File: config.mk
export PLATFORM = sky130hd
export DESIGN_NAME = lms_serial_core
export DESIGN_NICKNAME = d
export VERILOG_FILES = /design/src/rtl/lms_pkg.sv /design/src/rtl/lms_mac.sv /design/src/rtl/lms_serial_core.sv
export SDC_FILE = /design/constraint.sdc
export NUM_CORES = 1
export LEC_CHECK = 0
export BUFFER_PORTS_ARGS = -buffer_cell sky130_fd_sc_hd__buf_2
export CAP_MARGIN = 25
export CORE_MARGIN = 2
export CORE_UTILIZATION = 40
export CTS_CLUSTER_DIAMETER = 40
export DETAILED_ROUTE_END_ITERATION = 7
export PLACE_DENSITY = 0.57
export SYNTH_ARGS = -nofsm -noshare
export SYNTH_HDL_FRONTEND = slang
export SYNTH_SLANG_ARGS = --single-unit
File: constraint.sdc
create_clock -name clk -period 12.9 [get_ports clk]
set_input_delay 2.58 -clock clk [delete_from_list [all_inputs] [get_ports clk]]
set_output_delay 2.58 -clock clk [all_outputs]
set_load 0.02 [all_outputs]
File: src/rtl/lms_pkg.sv
// Shared types and helpers for the serial LMS core.
// Define LMS_SAT_EN to saturate width reductions instead of wrapping.
package lms_pkg;

    typedef enum logic [2:0] {
        IDLE,
        FILT,
        ERR,
        UPD,
        DONE
    } state_t;

`ifdef LMS_SAT_EN
    localparam bit SAT_EN = 1'b1;
`else
    localparam bit SAT_EN = 1'b0;
`endif

    function automatic int lms_acc_w(input int n, input int w, input int ww);
        return w + ww + $clog2(n);
    endfunction

    // Result is sign-extended to 64 bits; callers keep the low width bits.
    function automatic logic signed [63:0] lms_reduce(
        input logic signed [63:0] v,
        input int                 width
    );
        logic signed [63:0] mx;
        logic signed [63:0] mn;
        logic signed [63:0] r;
        mx = (64'sd1 <<< (width - 1)) - 64'sd1;
        mn = -mx - 64'sd1;
        if (SAT_EN) begin
            if (v > mx) begin
                r = mx;
            end else if (v < mn) begin
                r = mn;
            end else begin
                r = v;
            end
        end else begin
            r = v <<< (64 - width);
            r = r >>> (64 - width);
        end
        return r;
    endfunction

endpackage

File: src/rtl/lms_mac.sv
// Shared multiplier, accumulator and width-reduction datapath
// for the serial LMS core (saturation selected by LMS_SAT_EN).
module lms_mac
    import lms_pkg::*;
#(
    parameter int W        = 16,
    parameter int WW       = 16,
    parameter int BW       = 16,
    parameter int AW       = 34,
    parameter int MU_SHIFT = 8
) (
    input  logic                 clk,
    input  logic                 rst,
    input  logic                 clr,
    input  logic                 en,
    input  logic signed [W-1:0]  a,
    input  logic signed [BW-1:0] b,
    input  logic signed [WW-1:0] w_cur,
    input  logic signed [W-1:0]  d,
    output logic signed [W-1:0]  y_new,
    output logic signed [W-1:0]  e_new,
    output logic signed [WW-1:0] w_new
);

    localparam int PW = W + BW;

    logic signed [PW-1:0] prod;
    logic signed [AW-1:0] acc_q;
    logic signed [AW-1:0] acc_d;

    always_comb begin
        prod  = PW'(a) * PW'(b);
        acc_d = acc_q + AW'(prod);
        y_new = W'(lms_reduce(64'(acc_q >>> (WW - 1)), W));
        e_new = W'(lms_reduce(64'(d) - 64'(y_new), W));
        // In UPD the same product is e * x_i.
        w_new = WW'(lms_reduce(
            64'(w_cur) + (64'(prod) >>> (W - 1 + MU_SHIFT)), WW));
    end

    always_ff @(posedge clk) begin
        if (rst || clr) begin
            acc_q <= '0;
        end else if (en) begin
            acc_q <= acc_d;
        end
    end

endmodule

File: src/rtl/lms_serial_core.sv
// Serial LMS adaptive FIR: one MAC per cycle for filter and update.
// Define LMS_SAT_EN for saturating reductions (default wraps).
module lms_serial_core
    import lms_pkg::*;
#(
    parameter int N        = 8,
    parameter int W        = 16,
    parameter int WW       = 16,
    parameter int MU_SHIFT = 8
) (
    input  logic            clk,
    input  logic            rst,
    input  logic            start,
    input  logic            upd_en,
    input  logic [W*N-1:0]  x_all,
    input  logic [W-1:0]    d,
    output logic [W-1:0]    y,
    output logic [W-1:0]    e,
    output logic            done,
    output logic            busy,
    output logic [WW*N-1:0] w_all
);

    localparam int IW = (N > 1) ? $clog2(N) : 1;
    localparam int BW = (W > WW) ? W : WW;
    localparam int AW = lms_acc_w(N, W, WW);

    state_t               state_q;
    logic [IW-1:0]        idx_q;
    logic                 upd_q;
    logic                 done_q;
    logic                 busy_q;
    logic signed [W-1:0]  x_q [N];
    logic signed [W-1:0]  d_q;
    logic signed [W-1:0]  y_q;
    logic signed [W-1:0]  e_q;
    logic signed [WW-1:0] w_q [N];

    logic signed [W-1:0]  a_mux;
    logic signed [BW-1:0] b_mux;
    logic signed [W-1:0]  y_new;
    logic signed [W-1:0]  e_new;
    logic signed [WW-1:0] w_new;
    logic                 clr;
    logic                 mac_en;
    logic                 last;

    always_comb begin
        a_mux  = x_q[idx_q];
        b_mux  = (state_q == UPD) ? BW'(e_q) : BW'(w_q[idx_q]);
        clr    = (state_q == IDLE);
        mac_en = (state_q == FILT);
        last   = (idx_q == IW'(N - 1));
    end

    lms_mac #(
        .W       (W),
        .WW      (WW),
        .BW      (BW),
        .AW      (AW),
        .MU_SHIFT(MU_SHIFT)
    ) u_mac (
        .clk  (clk),
        .rst  (rst),
        .clr  (clr),
        .en   (mac_en),
        .a    (a_mux),
        .b    (b_mux),
        .w_cur(w_q[idx_q]),
        .d    (d_q),
        .y_new(y_new),
        .e_new(e_new),
        .w_new(w_new)
    );

    always_ff @(posedge clk) begin
        if (rst) begin
            state_q <= IDLE;
            idx_q   <= '0;
            upd_q   <= 1'b0;
            done_q  <= 1'b0;
            busy_q  <= 1'b0;
            d_q     <= '0;
            y_q     <= '0;
            e_q     <= '0;
            for (int i = 0; i < N; i++) begin
                x_q[i] <= '0;
                w_q[i] <= '0;
            end
        end else begin
            done_q <= 1'b0;
            unique case (state_q)
                IDLE: begin
                    if (start) begin
                        for (int i = 0; i < N; i++) begin
                            x_q[i] <= x_all[W*i +: W];
                        end
                        d_q     <= d;
                        upd_q   <= upd_en;
                        idx_q   <= '0;
                        busy_q  <= 1'b1;
                        state_q <= FILT;
                    end
                end
                FILT: begin
                    idx_q <= last ? '0 : idx_q + IW'(1);
                    if (last) begin
                        state_q <= ERR;
                    end
                end
                ERR: begin
                    y_q <= y_new;
                    e_q <= e_new;
                    if (upd_q) begin
                        state_q <= UPD;
                    end else begin
                        state_q <= DONE;
                        done_q  <= 1'b1;
                    end
                end
                UPD: begin
                    w_q[idx_q] <= w_new;
                    idx_q      <= last ? '0 : idx_q + IW'(1);
                    if (last) begin
                        state_q <= DONE;
                        done_q  <= 1'b1;
                    end
                end
                DONE: begin
                    busy_q  <= 1'b0;
                    state_q <= IDLE;
                end
                default: begin
                    busy_q  <= 1'b0;
                    state_q <= IDLE;
                end
            endcase
        end
    end

    for (genvar gi = 0; gi < N; gi++) begin : g_w
        assign w_all[WW*gi +: WW] = w_q[gi];
    end

    assign y    = y_q;
    assign e    = e_q;
    assign done = done_q;
    assign busy = busy_q;

endmodule

==> results.toml <==
[floorplan]
chipWidth_um = 264.0
dieArea_mm2 = 0.06967
core-area_mm2 = 0.06704
boundaryPins = 310
initial_core_util = 0.4032
dieHeight_um = 264.0
rows = 95

[global_route]
grt_max_degree = 97
grt_remaining_overflow = 0
antenna_found_initial = 5
grt_pass1_wl_um = 129600
grtUsageTotal = 0.2449
first_global_vias = 21700

[final_layout]
drive_above_1_share = 0.2018
nets = 3440
stdcell_count = 3808
syn_to_final_growth_pct = 17.95

[clocking]
clkSlewWorstSetupHoldPaths_ns = 0.06
post_cts_buffers = 0
cts_buffers = 60
htree_levels = 2
hold_buffers = 0
cts_sinks = 347
clk_path_buf_depth = 3
cts_tree = "yes"
cts_resized = 0
cts_root_buf = "clkbuf_16"
clk_latency_ns = 0.67

[logic_synthesis]
yosysMostFrequentCell = "inv_1"
synth_common_cells = "inv_1 (331), nor2_1 (287), fa_1 (265), nand2_1 (265), edfxtp_1 (256)"
yosys.area.top_type_share = 0.2844
synthArstFlopShare = 0
synthCells = 2565
mappedNetlistArea_mm2 = 0.02703
yosysWarnings = 0
synth_cell_types = 74
avgSynthCellArea_um2 = 10.54
synth_seq_area_share = 0.3518
synth_nets = 3123
synth_top_cell_by_area = "edfxtp_1"
netlist_top_cells_area = "edfxtp_1 (28%), fa_1 (20%), dfxtp_1 (6.7%)"
synth-seq-cells = 347
synth_edf_count = 256
synth-main-ff-cell = "edfxtp_1"

[placed_design]
place_congestion = 0.9115
dpl.hpwl_um = 65590
io_buffers = 309
dp_cells = 3687

[routing]
drt_first_pass_iters = 7
drtIter0Drc = 1541
vias = 20630
route.detailed.drc = 0
viasPerCell = 5.417
avgRoutedWirePerCell_um = 22.15
ant_nets = 0
wl_um = 84350

[worst_setup_path]
slowest_delay_ns = 0.96
cpMostUsedCell = "fa_1"
critPathMaxFanout = 33
crit_slowest_cell = "dfxtp_2"
r2r_slack_ns = 1.96
end_kind = "flop"
worstSetupPathType = "flop to flop"
crit_path_start_kind = "flop"
cp.required_ns = 13.27
cp_data_arrival_time_ns = 11.31

[timing]
period_minus_slack_ns = 10.94
fin_skew_ns = 0.1060
hold_viol_final = 0
rsz0062_at_grt = "no"
fmax_ghz = 0.09141
min_period_over_period = 0.8480
maxSlewHeadroom = 0.2876
finalSetupTns_ns = 0
drv_slew = 0
worst_slew_pin_slew_ns = 1.039
setup_viol = 0

[run_status]
outcome = "finished clean"

[min_path]
hold_start = "y[5]"
hp-class = "flop to flop"

[flow_run]
cap_violations = 0
-- critical path, delay by kind of cell (launching register included) --
kind | cells | cell delay, ns
xor+xnor | 1 | 0.21
buf+inv | 5 | 0.78
simple gates | 6 | 1.48
mux | 2 | 1.27
flops | 1 | 0.96
compound gates | 9 | 1.98
fa+ha+maj | 8 | 3.94
-- sequential cells by signal (all words and copies together) (netlist names), 3 cells and up, named ones only --
register / cells
u_mac.acc_q: 31
d_q: 16
state_q: 3
y: 16
e: 16
w_q: 128
x_q: 128
idx_q: 3
-- cells by family (layout without fill, tap and decap cells) --
group                      after synthesis  count (layout)  share of synthesized area
DFF                                    347             347                     0.3518
adders and majority gates              410             410                     0.2634
buffers and inverters                  431             799                    0.06165
and+or+nand+nor                        867             867                     0.1489
AOI/OAI and AO/OA                      313             313                    0.07299
xor gates and xnor gates                79              79                    0.02643
other                                    0               2                          0
muxes                                  118             118                    0.07484
-- cells in the final DEF (no fill, tap or decap), types with 27 or more instances in the layout --
| master | netlist | final |
|---|---|---|
| mux4_2 | 64 | 64 |
| xnor2_1 | 50 | 50 |
| nand3_1 | 30 | 30 |
| o21ai_0 | 41 | 40 |
| nor2b_1 | 58 | 58 |
| edfxtp_1 | 256 | 256 |
| mux2_2 | 33 | 33 |
| a21o_1 | 34 | 34 |
| nand2_1 | 265 | 265 |
| inv_1 | 331 | 331 |
| and2_1 | 100 | 100 |
| buf_4 | 5 | 38 |
| xor2_1 | 27 | 27 |
| dfxtp_1 | 91 | 88 |
| nor2_1 | 287 | 285 |
| buf_2 | 12 | 308 |
| a21oi_1 | 127 | 127 |
| ha_1 | 145 | 145 |
| clkbuf_16 | 0 | 61 |
| nand2b_1 | 45 | 44 |
| fa_1 | 265 | 265 |
-- metrics by stage --
stage	util	hold slack [ns]	setup WS [ns]	cell area, µm²
floorplan	-	0.4356	3.438	27030
global placement	0.4397	0.4416	2.094	29480
detailed placement	0.4418	0.4441	1.964	29610
CTS	0.4745	0.4517	1.955	31810
global route	0.4756	0.4652	1.419	31880
finish	0.4756	0.4519	1.961	31880
-- per-layer routing --
| layer | global-route usage | share of wire | up-vias |
|---|---|---|---|
| met1 | 0.3216 | 0.41 | 10450 |
| met2 | 0.3998 | 0.47 | 822 |
| met4 | 0.09352 | 0.038 | 0 |
| li1 | - | - | 9189 |
| met3 | 0.04987 | 0.079 | 168 |
| met5 | 0 | 0 | - |
-- path summary, 6_finish.rpt --
| check | end | cells past startpoint |
|---|---|---|
| hold reg to reg | y[5] | 2 |
| setup / recovery | w_q[3][14] | 31 |
| setup reg to reg | w_q[3][14] | 31 |
| hold / removal | y[5] | 2 |
-- cell type report --
class / instances / area (µm²)
diodes: 2 / 5.005
clock buffers: 62 / 1530
clock inverters: 51 / 665.6
fillers: 6271 / 35160
inverters: 332 / 1246
multi-input cells: 1787 / 15870
flip-flops and latches: 347 / 9515
well taps: 873 / 1092
repair buffers: 354 / 1956
Power is not shown: default switching activity piles up to over one toggle a cycle in this logic, so the estimate is an artifact.
